[src/rtl/fifo_uart_tx.sv]
// UART transmitter draining a synchronous FIFO: pops one byte per frame and sends it LSB first
// with a start bit, optional even parity and one or two stop bits.
module fifo_uart_tx #(
    parameter int unsigned CLKS_PER_BIT = 16,
    parameter int unsigned PARITY_EN    = 0,
    parameter int unsigned STOP_BITS    = 1
) (
    input  logic       clk,
    input  logic       rst,
    input  logic       tx_en,
    input  logic       fifo_empty,
    input  logic [7:0] fifo_rd_data,
    output logic       fifo_rd_en,
    output logic       tx,
    output logic       busy,
    output logic       tx_done
);

    localparam int unsigned   BW        = (CLKS_PER_BIT > 1) ? $clog2(CLKS_PER_BIT) : 1;
    localparam logic [BW-1:0] BAUD_LAST = BW'(CLKS_PER_BIT - 1);
    localparam logic [BW-1:0] BAUD_PRE  = BW'(CLKS_PER_BIT - 2);
    localparam logic [2:0]    STOP_LAST = 3'(STOP_BITS - 1);

    typedef enum logic [2:0] {IDLE, POP, LOAD, START, DATA, PARITY, STOP} state_t;

    state_t        state;
    logic [BW-1:0] baud_cnt;
    logic [2:0]    bit_cnt;
    logic [7:0]    shreg;
    logic          parity;
    logic          baud_end;

    assign baud_end = (baud_cnt == BAUD_LAST);

    always_ff @(posedge clk or posedge rst) begin
        if (rst) begin
            state      <= IDLE;
            tx         <= 1'b1;
            fifo_rd_en <= 1'b0;
            busy       <= 1'b0;
            tx_done    <= 1'b0;
            baud_cnt   <= '0;
            bit_cnt    <= '0;
            shreg      <= '0;
            parity     <= 1'b0;
        end else begin
            fifo_rd_en <= 1'b0;
            tx_done    <= 1'b0;

            if (state == START || state == DATA || state == PARITY || state == STOP)
                baud_cnt <= baud_end ? '0 : baud_cnt + 1'b1;
            else
                baud_cnt <= '0;

            case (state)
                IDLE: begin
                    if (tx_en && !fifo_empty) begin
                        state      <= POP;
                        fifo_rd_en <= 1'b1;
                        busy       <= 1'b1;
                    end
                end
                POP: state <= LOAD;
                LOAD: begin
                    shreg  <= fifo_rd_data;
                    parity <= ^fifo_rd_data;
                    tx     <= 1'b0;
                    state  <= START;
                end
                START: begin
                    if (baud_end) begin
                        state   <= DATA;
                        bit_cnt <= '0;
                        tx      <= shreg[0];
                    end
                end
                DATA: begin
                    if (baud_end) begin
                        if (bit_cnt == 3'd7) begin
                            bit_cnt <= '0;
                            if (PARITY_EN != 0) begin
                                state <= PARITY;
                                tx    <= parity;
                            end else begin
                                state <= STOP;
                                tx    <= 1'b1;
                            end
                        end else begin
                            bit_cnt <= bit_cnt + 3'd1;
                            shreg   <= shreg >> 1;
                            tx      <= shreg[1];
                        end
                    end
                end
                PARITY: begin
                    if (baud_end) begin
                        state <= STOP;
                        tx    <= 1'b1;
                    end
                end
                STOP: begin
                    // Registered one cycle ahead so the pulse lands on the last stop-bit clock.
                    tx_done <= (bit_cnt == STOP_LAST) && (baud_cnt == BAUD_PRE);
                    if (baud_end) begin
                        if (bit_cnt == STOP_LAST) begin
                            state   <= IDLE;
                            busy    <= 1'b0;
                            bit_cnt <= '0;
                        end else begin
                            bit_cnt <= bit_cnt + 3'd1;
                        end
                    end
                end
                default: begin
                    state <= IDLE;
                    tx    <= 1'b1;
                    busy  <= 1'b0;
                end
            endcase
        end
    end

endmodule

[config.mk]
export PLATFORM = sky130hd
export DESIGN_NAME = fifo_uart_tx
export DESIGN_NICKNAME = d
export VERILOG_FILES = /design/src/rtl/fifo_uart_tx.sv
export SDC_FILE = /design/constraint.sdc
export NUM_CORES = 1
export LEC_CHECK = 0
export BUFFER_PORTS_ARGS = -buffer_cell sky130_fd_sc_hd__buf_2
export CAP_MARGIN = 20
export CORE_MARGIN = 2
export CORE_UTILIZATION = 41
export DETAILED_ROUTE_END_ITERATION = 16
export GPL_TIMING_DRIVEN = 0
export PLACE_DENSITY = 0.57
export SYNTH_ARGS = -nofsm -noshare
export SYNTH_HDL_FRONTEND = slang
export SYNTH_SLANG_ARGS = --single-unit
[constraint.sdc]
create_clock -name clk -period 3.5 [get_ports clk]
set_input_delay 0.35 -clock clk [delete_from_list [all_inputs] [get_ports clk]]
set_output_delay 0.35 -clock clk [all_outputs]
set_load 0.005 [all_outputs]
==> impl_results.rst <==
.. list-table::
   :header-rows: 1

   * - Metric
     - Value
   * - Area grow syn2layout
     - 14.1%
   * - Worst R2R Path Depth
     - 5
   * - CTS tree
     - done
   * - Post-synthesis cell count
     - between 100 and 150
   * - Startpoint-to-endpoint class of the critical path
     - reg -> reg
   * - Max Cap Violations
     - 0
   * - Distinct cells, synth
     - 39
   * - Final HPWL DP
     - slightly below 2000 um
   * - I/O pin count
     - 16
   * - Number of hold buffers added after CTS
     - 0
   * - 1st-iter DRT viols
     - 20
   * - Reg-to-Reg End
     - shreg[2]
   * - Hold slack
     - 0.177 ns
   * - Final-report hold violation count
     - 0
   * - Overall die height
     - around 60 um
   * - CTS clk-pin slew, worst paths
     - around 0.14 ns
   * - DR vias/cell
     - 5.38
   * - Fill cells
     - 292
   * - Kind of end point of the critical path
     - flip-flop
   * - Power density normalized to cell area
     - around 330 nW/um^2
   * - Die Span X
     - between 60 and 70 um
   * - Post-route cell area
     - between 1000 and 1500 sq um
   * - Net count after synthesis
     - 147
   * - Critical path arrival
     - ~2.2 ns
   * - Maximum frequency from static timing analysis
     - around 510 MHz
   * - Max Slew Vio Count
     - 0
   * - Post-detailed-placement cell area
     - ~1400 sq um
   * - Standard cell core area
     - a little over 3000 sq um
   * - Clock net sink count
     - 22
   * - Total CTS buffers
     - 3
   * - RR Startpoint
     - bit_cnt[0]
   * - Headroom to the max-slew limit
     - about 43%
   * - Global route overflow
     - 0
   * - Result of the run
     - finished clean
   * - Worst reg-to-reg setup slack
     - ~1.5 ns
   * - Initial Utilization
     - between 40% and 50%
   * - Total Routing Usage GR
     - 17.3%
   * - Required time of the critical path
     - approximately 3.7 ns
   * - Ys flop type
     - sky130_fd_sc_hd__dfrtp_1
   * - Critical Path, Cell by Cell
     - ha_1 > ha_1 > or3b_4 > a221oi_4 > o22ai_1
   * - EDFF count, synth
     - 0
   * - Most numerous cell on the critical path
     - sky130_fd_sc_hd__ha_1
   * - Antenna violation net count after detailed routing
     - 0
   * - Fin crit share
     - 55.8%
   * - Slew at the pin closest to its max-slew limit
     - ~0.86 ns
   * - VDD IR max
     - around 0.21 mV
   * - Path type of the worst min-delay path
     - in -> async
   * - Largest driver fanout on the critical path
     - 8
   * - Number of global-route vias before repair
     - between 900 and 1,000
   * - Static leakage
     - between 0.7 and 0.8 nW
   * - CP startpoint kind
     - flip-flop
   * - Placement Setup Slack
     - ~1.6 ns
   * - Leading cell type in the layout, fill and taps excluded
     - sky130_fd_sc_hd__dfrtp_1
   * - Per-instance average area after synthesis
     - 9.96 sq um
   * - Share of layout cells above drive strength 1
     - 16.8%
   * - Global-route wire length before repair
     - around 4700 um
   * - Worst setup slack after layout
     - about 1.5 ns
   * - Highest-count cells in the layout ignoring fill and taps
     - sky130_fd_sc_hd__dfrtp_1, sky130_fd_sc_hd__buf_2, sky130_fd_sc_hd__inv_1, sky130_fd_sc_hd__mux2i_1
   * - Number of buffers inserted to repair setup after CTS
     - 0
   * - Placer congestion estimate
     - roughly 0.76
   * - Post-Syn Area
     - 1290 sq um
   * - Clock latency on the worst-skew pair
     - between 0.3 and 0.4 ns
   * - Net count, final
     - around 170
   * - Post-CTS resize count
     - 0
   * - Antenna diode count
     - 0
   * - Fin Clk Skew
     - ~0.0079 ns
   * - Number of vias after detailed routing
     - ~1,000
   * - Finish-stage setup viols
     - 0
   * - Minimum period implied by the final worst setup slack
     - between 1.5 and 2 ns
   * - First-pass iteration count of the detailed router
     - 4
   * - Proportion of synthesized flip-flops having asynchronous set or reset
     - between 90% and 100%
   * - Total of flip-flops plus latches after synthesis
     - 22
   * - Crit-path max cell delay
     - 0.47 ns
   * - Maximum level of the CTS H-tree
     - 1
   * - Clock tree buffer depth
     - 2
   * - Synth warnings
     - 0
   * - RSZ-0062 raised after global routing
     - no
   * - Die footprint
     - roughly 3600 sq um
   * - DR WL/cell
     - about 14 um
   * - Remaining routing DRC violations
     - 0
   * - IO Port Bufs
     - 15
   * - Initial antenna violation count
     - 0
   * - Design Power
     - 0.488 mW
   * - Highest-delay cell along the critical path
     - sky130_fd_sc_hd__a221oi_4
   * - Final TNS setup
     - 0 ns
   * - Root buffer selected by CTS
     - sky130_fd_sc_hd__clkbuf_4
   * - Routed wire length
     - around 2700 um
   * - Row Count
     - 20
   * - Share of synthesized area occupied by flip-flops and latches
     - between 40 and 50%
   * - Largest net degree at the start of global routing
     - 23
==> cell families (layout without fill, tap and decap cells) <==
kind of cell	Yosys count	count (layout)	synth area share [%]
flip-flops	22	22	42.6
multiplexers	9	9	6.96
AO/OA/AOI/OAI	27	27	15.5
buffers and inverters	22	41	6.67
adder cells (fa/ha/maj)	6	6	5.60
XOR/XNOR	2	2	1.35
AND/OR/NAND/NOR	42	42	21.4
==> stage by stage <==
| step | std cells | utilization [%] |
|---|---|---|
| finish | 193 | 48.8 |
| global route | 193 | 48.8 |
| CTS | 193 | 48.8 |
| detailed placement | 189 | 47.1 |
| global placement | 189 | 47.1 |
| floorplan | 130 | - |
==> layout make-up <==
type / count / area (sq um) / share of cell area, %
clock buffer: 3 / 22.5 / 1.52
buffer: 8 / 33.8 / 2.29
clock inverter: 1 / 30.0 / 2.03
multi-input combinational: 86 / 657 / 44.5
tap: 44 / 55.1 / 3.73
timing repair buffer: 15 / 75.1 / 5.08
inverter: 14 / 52.6 / 3.56
sequential: 22 / 552 / 37.3
==> state kept, by name, summed over array words and instances (netlist names) <==
register,count
fifo_rd_en,1
bit_cnt,3
tx,1
baud_cnt,4
tx_done,1
state,3
shreg,8
busy,1
==> worst max-delay path, delay by kind of cell, from the launching register on <==
kind | cells | cell delay [ns]
simple gates | 1 | 0.41
compound gates | 2 | 0.61
flops | 1 | 0.41
fa+ha+maj | 2 | 0.41
==> cell usage after synthesis (2+ instances only) <==
| master | n | share of area, % |
|---|---|---|
| sky130_fd_sc_hd__mux2i_1 | 9 | 7.0 |
| sky130_fd_sc_hd__a2bb2oi_1 | 2 | 1.4 |
| sky130_fd_sc_hd__nor4b_1 | 2 | 1.4 |
| sky130_fd_sc_hd__and4_1 | 7 | 4.7 |
| sky130_fd_sc_hd__a32oi_1 | 2 | 1.4 |
| sky130_fd_sc_hd__buf_2 | 3 | 1.2 |
| sky130_fd_sc_hd__ha_1 | 5 | 4.8 |
| sky130_fd_sc_hd__nand2b_1 | 5 | 2.4 |
| sky130_fd_sc_hd__nand3b_1 | 2 | 1.2 |
| sky130_fd_sc_hd__o21ai_0 | 2 | 0.77 |
| sky130_fd_sc_hd__nand4_1 | 4 | 1.9 |
| sky130_fd_sc_hd__clkbuf_1 | 5 | 1.4 |
| sky130_fd_sc_hd__nor3b_1 | 2 | 1.2 |
| sky130_fd_sc_hd__o211ai_1 | 2 | 1.2 |
| sky130_fd_sc_hd__dfrtp_1 | 21 | 41 |
| sky130_fd_sc_hd__nor3_1 | 3 | 1.2 |
| sky130_fd_sc_hd__nor2b_1 | 3 | 1.4 |
| sky130_fd_sc_hd__a21oi_1 | 5 | 1.9 |
| sky130_fd_sc_hd__nand2_1 | 3 | 0.87 |
| sky130_fd_sc_hd__nand3_1 | 3 | 1.2 |
| sky130_fd_sc_hd__inv_1 | 14 | 4.1 |
| sky130_fd_sc_hd__nor2_1 | 3 | 0.87 |
| sky130_fd_sc_hd__o22ai_1 | 7 | 3.4 |
==> layer usage <==
| layer | vias up | share of wire (%) | global-route usage (%) |
|---|---|---|---|
| met1 | 509 | 52 | 25.7 |
| met2 | 9 | 45 | 26.6 |
| met3 | 5 | 1.8 | 1.95 |
| li1 | 516 | - | - |
| met5 | - | 0 | 0 |
| met4 | 0 | 1.1 | 4.76 |
==> power breakdown <==
part / switching [mW] / internal [mW]
Combinational: 0.0124 / 0.0115
Clock: 0.0864 / 0.116
Sequential: 0.00237 / 0.259
Total: 0.101 / 0.387
==> worst max path at each step <==
stage,slack (ns),depth (start not counted),endpoint,startpoint
floorplan,1.74,5,shreg[0],bit_cnt[0]
global route,1.44,5,shreg[4],bit_cnt[0]
global placement,1.58,5,shreg[3],bit_cnt[0]
finish,1.55,5,shreg[2],bit_cnt[0]
detailed placement,1.57,5,shreg[3],bit_cnt[0]
CTS,1.54,5,shreg[2],bit_cnt[0]
Note: power is estimated with default switching activity, not from simulation.
